--- config.mk ---
export PLATFORM = sky130hd
export DESIGN_NAME = timer_ctrl
export DESIGN_NICKNAME = d
export VERILOG_FILES = /design/src/rtl/timer_ctrl_pkg.sv /design/src/rtl/timer_ctrl_cntreg.sv /design/src/rtl/timer_ctrl.sv
export SDC_FILE = /design/constraint.sdc
export NUM_CORES = 1
export LEC_CHECK = 0
export ABC_AREA = 0
export BUFFER_PORTS_ARGS = -buffer_cell sky130_fd_sc_hd__buf_2
export CORE_UTILIZATION = 55
export CTS_CLUSTER_DIAMETER = 30
export DETAILED_ROUTE_END_ITERATION = 10
export PLACE_DENSITY = 0.77
export SLEW_MARGIN = 10
export SYNTH_ARGS = -nofsm -noshare
export SYNTH_HDL_FRONTEND = slang
export SYNTH_SLANG_ARGS = --single-unit
--- constraint.sdc ---
create_clock -name clk -period 3.1 [get_ports clk]
set_clock_uncertainty 0.1 [all_clocks]
set_input_delay 0.62 -clock clk [delete_from_list [all_inputs] [get_ports clk]]
set_output_delay 0.62 -clock clk [all_outputs]
set_load 0.05 [all_outputs]
--- src/rtl/timer_ctrl_pkg.sv ---
// Shared register map and bit positions for the timer controller.
package timer_ctrl_pkg;

  localparam logic [1:0] TC_CTRL = 2'd0;
  localparam logic [1:0] TC_CNT  = 2'd1;
  localparam logic [1:0] TC_CMP  = 2'd2;
  localparam logic [1:0] TC_STAT = 2'd3;

  localparam int TC_EN        = 0;
  localparam int TC_ONESHOT   = 1;
  localparam int TC_SRC       = 2;
  localparam int TC_IE        = 3;
  localparam int TC_PRESC_LSB = 8;

  localparam int TC_ST_MATCH = 0;
  localparam int TC_ST_RUN   = 1;

endpackage

--- src/rtl/timer_ctrl_cntreg.sv ---
// Counter datapath: load has priority over increment; wraps modulo 2^WIDTH.
module cntreg #(
  parameter int WIDTH = 32
) (
  input  logic             clk,
  input  logic             rst,
  input  logic             wen,
  input  logic [WIDTH-1:0] din,
  input  logic             cen,
  output logic [WIDTH-1:0] dout
);

  always_ff @(posedge clk or posedge rst) begin
    if (rst)      dout <= '0;
    else if (wen) dout <= din;
    else if (cen) dout <= dout + WIDTH'(1);
  end

endmodule

--- src/rtl/timer_ctrl.sv ---
// Timer controller: prescaler / tin edge tick source, compare-match reload,
// four-register CPU interface and level interrupt.
module timer_ctrl
  import timer_ctrl_pkg::*;
#(
  parameter int WIDTH = 32,
  parameter int PW    = 8
) (
  input  logic             clk,
  input  logic             reset,
  input  logic             cs,
  input  logic             wr,
  input  logic [1:0]       addr,
  input  logic [WIDTH-1:0] wdata,
  output logic [WIDTH-1:0] rdata,
  input  logic             tin,
  output logic             irq
);

  localparam int PL = TC_PRESC_LSB;

  logic             r_en, r_oneshot, r_src, r_ie;
  logic [PW-1:0]    r_presc;
  logic [WIDTH-1:0] r_cmp;
  logic             r_match;
  logic [PW-1:0]    r_pcnt;
  logic             r_sync1, r_sync2, r_sync3;
  logic             r_tick;
  logic             r_irq;

  logic             w_wr, w_wr_ctrl, w_wr_cnt, w_wr_cmp, w_wr_stat;
  logic             w_tick, w_match, w_presc_chg, w_tin_rise;
  logic             w_en_nxt, w_ie_nxt, w_match_nxt;
  logic             w_wen, w_cen;
  logic [WIDTH-1:0] w_din, w_dout;

  assign w_wr      = cs & wr;
  assign w_wr_ctrl = w_wr && (addr == TC_CTRL);
  assign w_wr_cnt  = w_wr && (addr == TC_CNT);
  assign w_wr_cmp  = w_wr && (addr == TC_CMP);
  assign w_wr_stat = w_wr && (addr == TC_STAT);

  // r_tick is decided a cycle early; gating with r_en drops it once EN falls
  assign w_tick     = r_tick & r_en;
  assign w_match    = w_tick & ~w_wr_cnt & (w_dout == r_cmp);
  assign w_tin_rise = r_sync2 & ~r_sync3;
  assign w_presc_chg = w_wr_ctrl && (wdata[PL +: PW] != r_presc);

  always_comb begin
    w_wen = 1'b0;
    w_din = '0;
    w_cen = 1'b0;
    if (w_wr_cnt) begin
      w_wen = 1'b1;
      w_din = wdata;
    end else if (w_match) begin
      w_wen = 1'b1;
    end else if (w_tick) begin
      w_cen = 1'b1;
    end
  end

  assign w_en_nxt    = w_wr_ctrl ? wdata[TC_EN] : ((w_match & r_oneshot) ? 1'b0 : r_en);
  assign w_ie_nxt    = w_wr_ctrl ? wdata[TC_IE] : r_ie;
  assign w_match_nxt = w_match | (r_match & ~(w_wr_stat & wdata[TC_ST_MATCH]));

  always_ff @(posedge clk or negedge reset) begin
    if (!reset) begin
      r_en      <= 1'b0;
      r_oneshot <= 1'b0;
      r_src     <= 1'b0;
      r_ie      <= 1'b0;
      r_presc   <= '0;
      r_cmp     <= '0;
      r_match   <= 1'b0;
      r_irq     <= 1'b0;
    end else begin
      r_en    <= w_en_nxt;
      r_ie    <= w_ie_nxt;
      r_match <= w_match_nxt;
      r_irq   <= w_ie_nxt & w_match_nxt;
      if (w_wr_ctrl) begin
        r_oneshot <= wdata[TC_ONESHOT];
        r_src     <= wdata[TC_SRC];
        r_presc   <= wdata[PL +: PW];
      end
      if (w_wr_cmp) r_cmp <= wdata;
    end
  end

  // tin synchronizer and edge flop run regardless of EN
  always_ff @(posedge clk or negedge reset) begin
    if (!reset) begin
      r_sync1 <= 1'b0;
      r_sync2 <= 1'b0;
      r_sync3 <= 1'b0;
    end else begin
      r_sync1 <= tin;
      r_sync2 <= r_sync1;
      r_sync3 <= r_sync2;
    end
  end

  always_ff @(posedge clk or negedge reset) begin
    if (!reset) begin
      r_pcnt <= '0;
      r_tick <= 1'b0;
    end else begin
      if (!r_en || r_src || w_presc_chg || (r_pcnt == r_presc)) r_pcnt <= '0;
      else                                                      r_pcnt <= r_pcnt + PW'(1);
      r_tick <= r_en & (r_src ? w_tin_rise : (r_pcnt == r_presc));
    end
  end

  cntreg #(.WIDTH(WIDTH)) u_cntreg (
    .clk  (clk),
    .rst  (~reset),
    .wen  (w_wen),
    .din  (w_din),
    .cen  (w_cen),
    .dout (w_dout)
  );

  always_comb begin
    rdata = '0;
    if (cs && !wr) begin
      case (addr)
        TC_CTRL: begin
          rdata[TC_EN]      = r_en;
          rdata[TC_ONESHOT] = r_oneshot;
          rdata[TC_SRC]     = r_src;
          rdata[TC_IE]      = r_ie;
          rdata[PL +: PW]   = r_presc;
        end
        TC_CNT:  rdata = w_dout;
        TC_CMP:  rdata = r_cmp;
        TC_STAT: begin
          rdata[TC_ST_MATCH] = r_match;
          rdata[TC_ST_RUN]   = r_en;
        end
        default: rdata = '0;
      endcase
    end
  end

  assign irq = r_irq;

endmodule

==> summary.txt <==
Status
  – Status: complete, no violations

Clocking
  – CTS buffer count: 9
  – CTS Root Cell: clkbuf_8
  – Post-CTS Setup Repair Bufs: 0
  – PostCTS Resize Cnt: 0
  – Clk Latency, worst-skew pair: 0.38 ns
  – Clk buf depth: 2
  – Sink Count: 90
  – CTS H-Tree Depth: 3
  – Number of hold buffers added after CTS: 0
  – Clk pin slew, worst setup/hold paths: 0.09 ns
  – TritonCTS clock tree: yes

Drt
  – DRC violations left: 0
  – Drt pass-1 iters: 7
  – DRT antenna net count: 0
  – Routed WL: 15.0 mm
  – Number of vias in the routed layout: 5,032
  – DR iter-0 viols: 589
  – Detailed-route vias per instance: 6.38
  – Routed len/inst: 19.0 um

Global routing
  – First-pass GRT wire length: 24.4 mm
  – Largest net degree at the start of global routing: 48
  – Initial antenna violation count: 0
  – Grt total ovfl: 0
  – Tot GR Track Use: 0.307
  – Vias in the first global route: 4,748

Power and ir drop
  – Static Leak: 2.59 nW
  – P per Cell Area: 555 nW/um^2
  – Max VDD drop: 0.355 mV

Place
  – GP Congestion: 0.875
  – Placed Cells: 773
  – Buffers on Ports: 71
  – Detail Placement HPWL: 10.5 mm

Cells and area
  – Ratio of cells with drive above 1 in the final layout: 0.238
  – Antenna diodes: 0
  – Final std cells w/o fill: 789
  – Final nets: 698
  – Area grow syn2layout: 12.6%

Synth
  – Area contributors post-synth: dfrtp_1, mux2_2, xnor2_1
  – Avg Inst Size Synth: 9.13 um^2
  – Top-area cell type share of the netlist area: 0.410
  – FFs w/ async S/R, synth: 1.00
  – Cell taking the most area after synthesis: dfrtp_1
  – Primary FF master, synth: dfrtp_1
  – Sequential element share of the synthesized area: 0.410
  – Cell count after synthesis: 602
  – Cell Area, Synth: 5500 um^2
  – Synth warn: 0
  – Distinct cells, synth: 40
  – Synth cell count leaders: dfrtp_1, nor2_1, mux2_2, xnor2_1
  – FF+latch count, synth: 90
  – Most common cell in the synthesized netlist: dfrtp_1
  – Mapped Nets: 649
  – EDFF count, synth: 0

Worst setup path
  – Critical Path Start: addr[1]
  – CP Class: in -> out
  – Worst path required time: 2.38 ns
  – Setup crit end kind: output port
  – FF-to-FF Start: u_cntreg.dout[6]$_DFFE_PN0P_
  – Worst EP arrival: 2.07 ns
  – CP Launch Type: input port
  – Critical Path Fanout Max: 13

Die
  – Ports: 72
  – Initial Util: 0.565
  – Die W: 102 um
  – Core area: 9730 um^2
  – Die Y: 102 um
  – Row cnt: 36
  – Die Area: 10,400 um^2

STA
  – Period utilisation layout: 0.900
  – Final Slew Violations: 0
  – RSZ-0062 raised after global routing: no
  – Endpoints failing setup: 0
  – Fin. Hold Viols: 0
  – Worst-margin pin slew: 0.625 ns
  – Fin crit period: 2.79 ns
  – Max Fclk: 0.358 GHz
  – Setup TNS: 0 ns
  – Max transition margin: 0.582

Worst hold path
  – Worst min path class: in -> async

Run
  – Max-cap viol count: 0
[metal layers]
layer | wire [um] | GRT usage
met2 | 7050 | 0.477
met5 | 0 | 0
met1 | 6380 | 0.431
met4 | 402 | 0.141
met3 | 1160 | 0.0383
[critical path: stages]
cell	delay, ns
buf_2	0.12
inv_1	0.08
ha_1	0.22
buf_4	0.19
a222oi_1	0.38
nor2_1	0.07
a21oi_1	0.13
nor2_1	0.05
buf_2	0.20
[power by group]
group	internal, mW	switching (mW)
clock	0.486	0.459
sequential	1.36	0.271
combinational	0.381	0.477
total	2.23	1.21
[final cells by class]
cell class,instances,area [um^2]
well taps,133,166
repair buffers,87,490
clock inverters,6,95.1
flip-flops and latches,90,2250
inverters,9,33.8
clock buffers,10,138
multi-input cells,454,3010
fillers,832,3540
[state kept, by name (all words and copies together), names as in the netlist, 8 cells and up]
register	count
r_cmp	32
r_pcnt	8
r_presc	8
u_cntreg.dout	32
[cells in the final DEF (no fill, tap or decap), drive strengths merged, types with 2 or more instances in the layout]
cell type / Yosys / routed
nor3: 19 / 19
nand2: 39 / 39
a222oi: 12 / 12
clkbuf: 39 / 10
ha: 8 / 8
and3: 5 / 5
nand3: 34 / 34
inv: 9 / 12
o21ai: 22 / 22
a21oi: 29 / 29
xor2: 14 / 14
nor4: 8 / 8
mux2: 43 / 43
or2: 4 / 4
xnor2: 43 / 43
o211ai: 3 / 3
nor2: 77 / 77
nand4: 30 / 30
a32oi: 12 / 12
dfrtp: 90 / 90
and2: 8 / 8
a31oi: 10 / 10
buf: 10 / 87
a41oi: 4 / 4
a22oi: 21 / 21
and4: 2 / 2
bufinv: 0 / 2
[worst paths after layout]
kind | to | slack [ns] | depth (start not counted)
setup / recovery | rdata[0] | 0.31 | 9
hold / removal | r_cmp[24]$_DFFE_PN0P_ | 0.12 | 1
setup reg to reg | u_cntreg.dout[15]$_DFFE_PN0P_ | 0.45 | 6
hold reg to reg | r_sync2$_DFF_PN0_ | 0.25 | 0
max in group asynchronous | u_cntreg.dout[24]$_DFFE_PN0P_ | 2.12 | 2
min in group clk | r_sync1$_DFF_PN0_ | 0.24 | 1
[cells by family (layout without fill, tap and decap cells)]
family | Yosys count | in the layout | synth area share
DFF | 90 | 90 | 0.410
and+or+nand+nor | 230 | 230 | 0.208
adders and majority gates | 8 | 8 | 0.0182
muxes | 43 | 43 | 0.0881
AOI/OAI and AO/OA | 116 | 116 | 0.143
buffers and inverters | 58 | 112 | 0.0419
xor gates and xnor gates | 57 | 57 | 0.0908
[metrics by stage]
step                      cell area (um^2)   util  hold WS, ns  power, mW  worst slack, ns
after detailed placement              5960  0.612        0.237       2.49            0.351
after CTS                             6190  0.636        0.155       3.43            0.343
after global routing                  6190  0.636        0.177       3.58            0.198
final                                 6190  0.636        0.124       3.44            0.308
after global placement                5960  0.612        0.239       2.45            0.437
after floorplan                       5500      -        0.224       2.19            0.265
(Power assumes the default switching activity.)
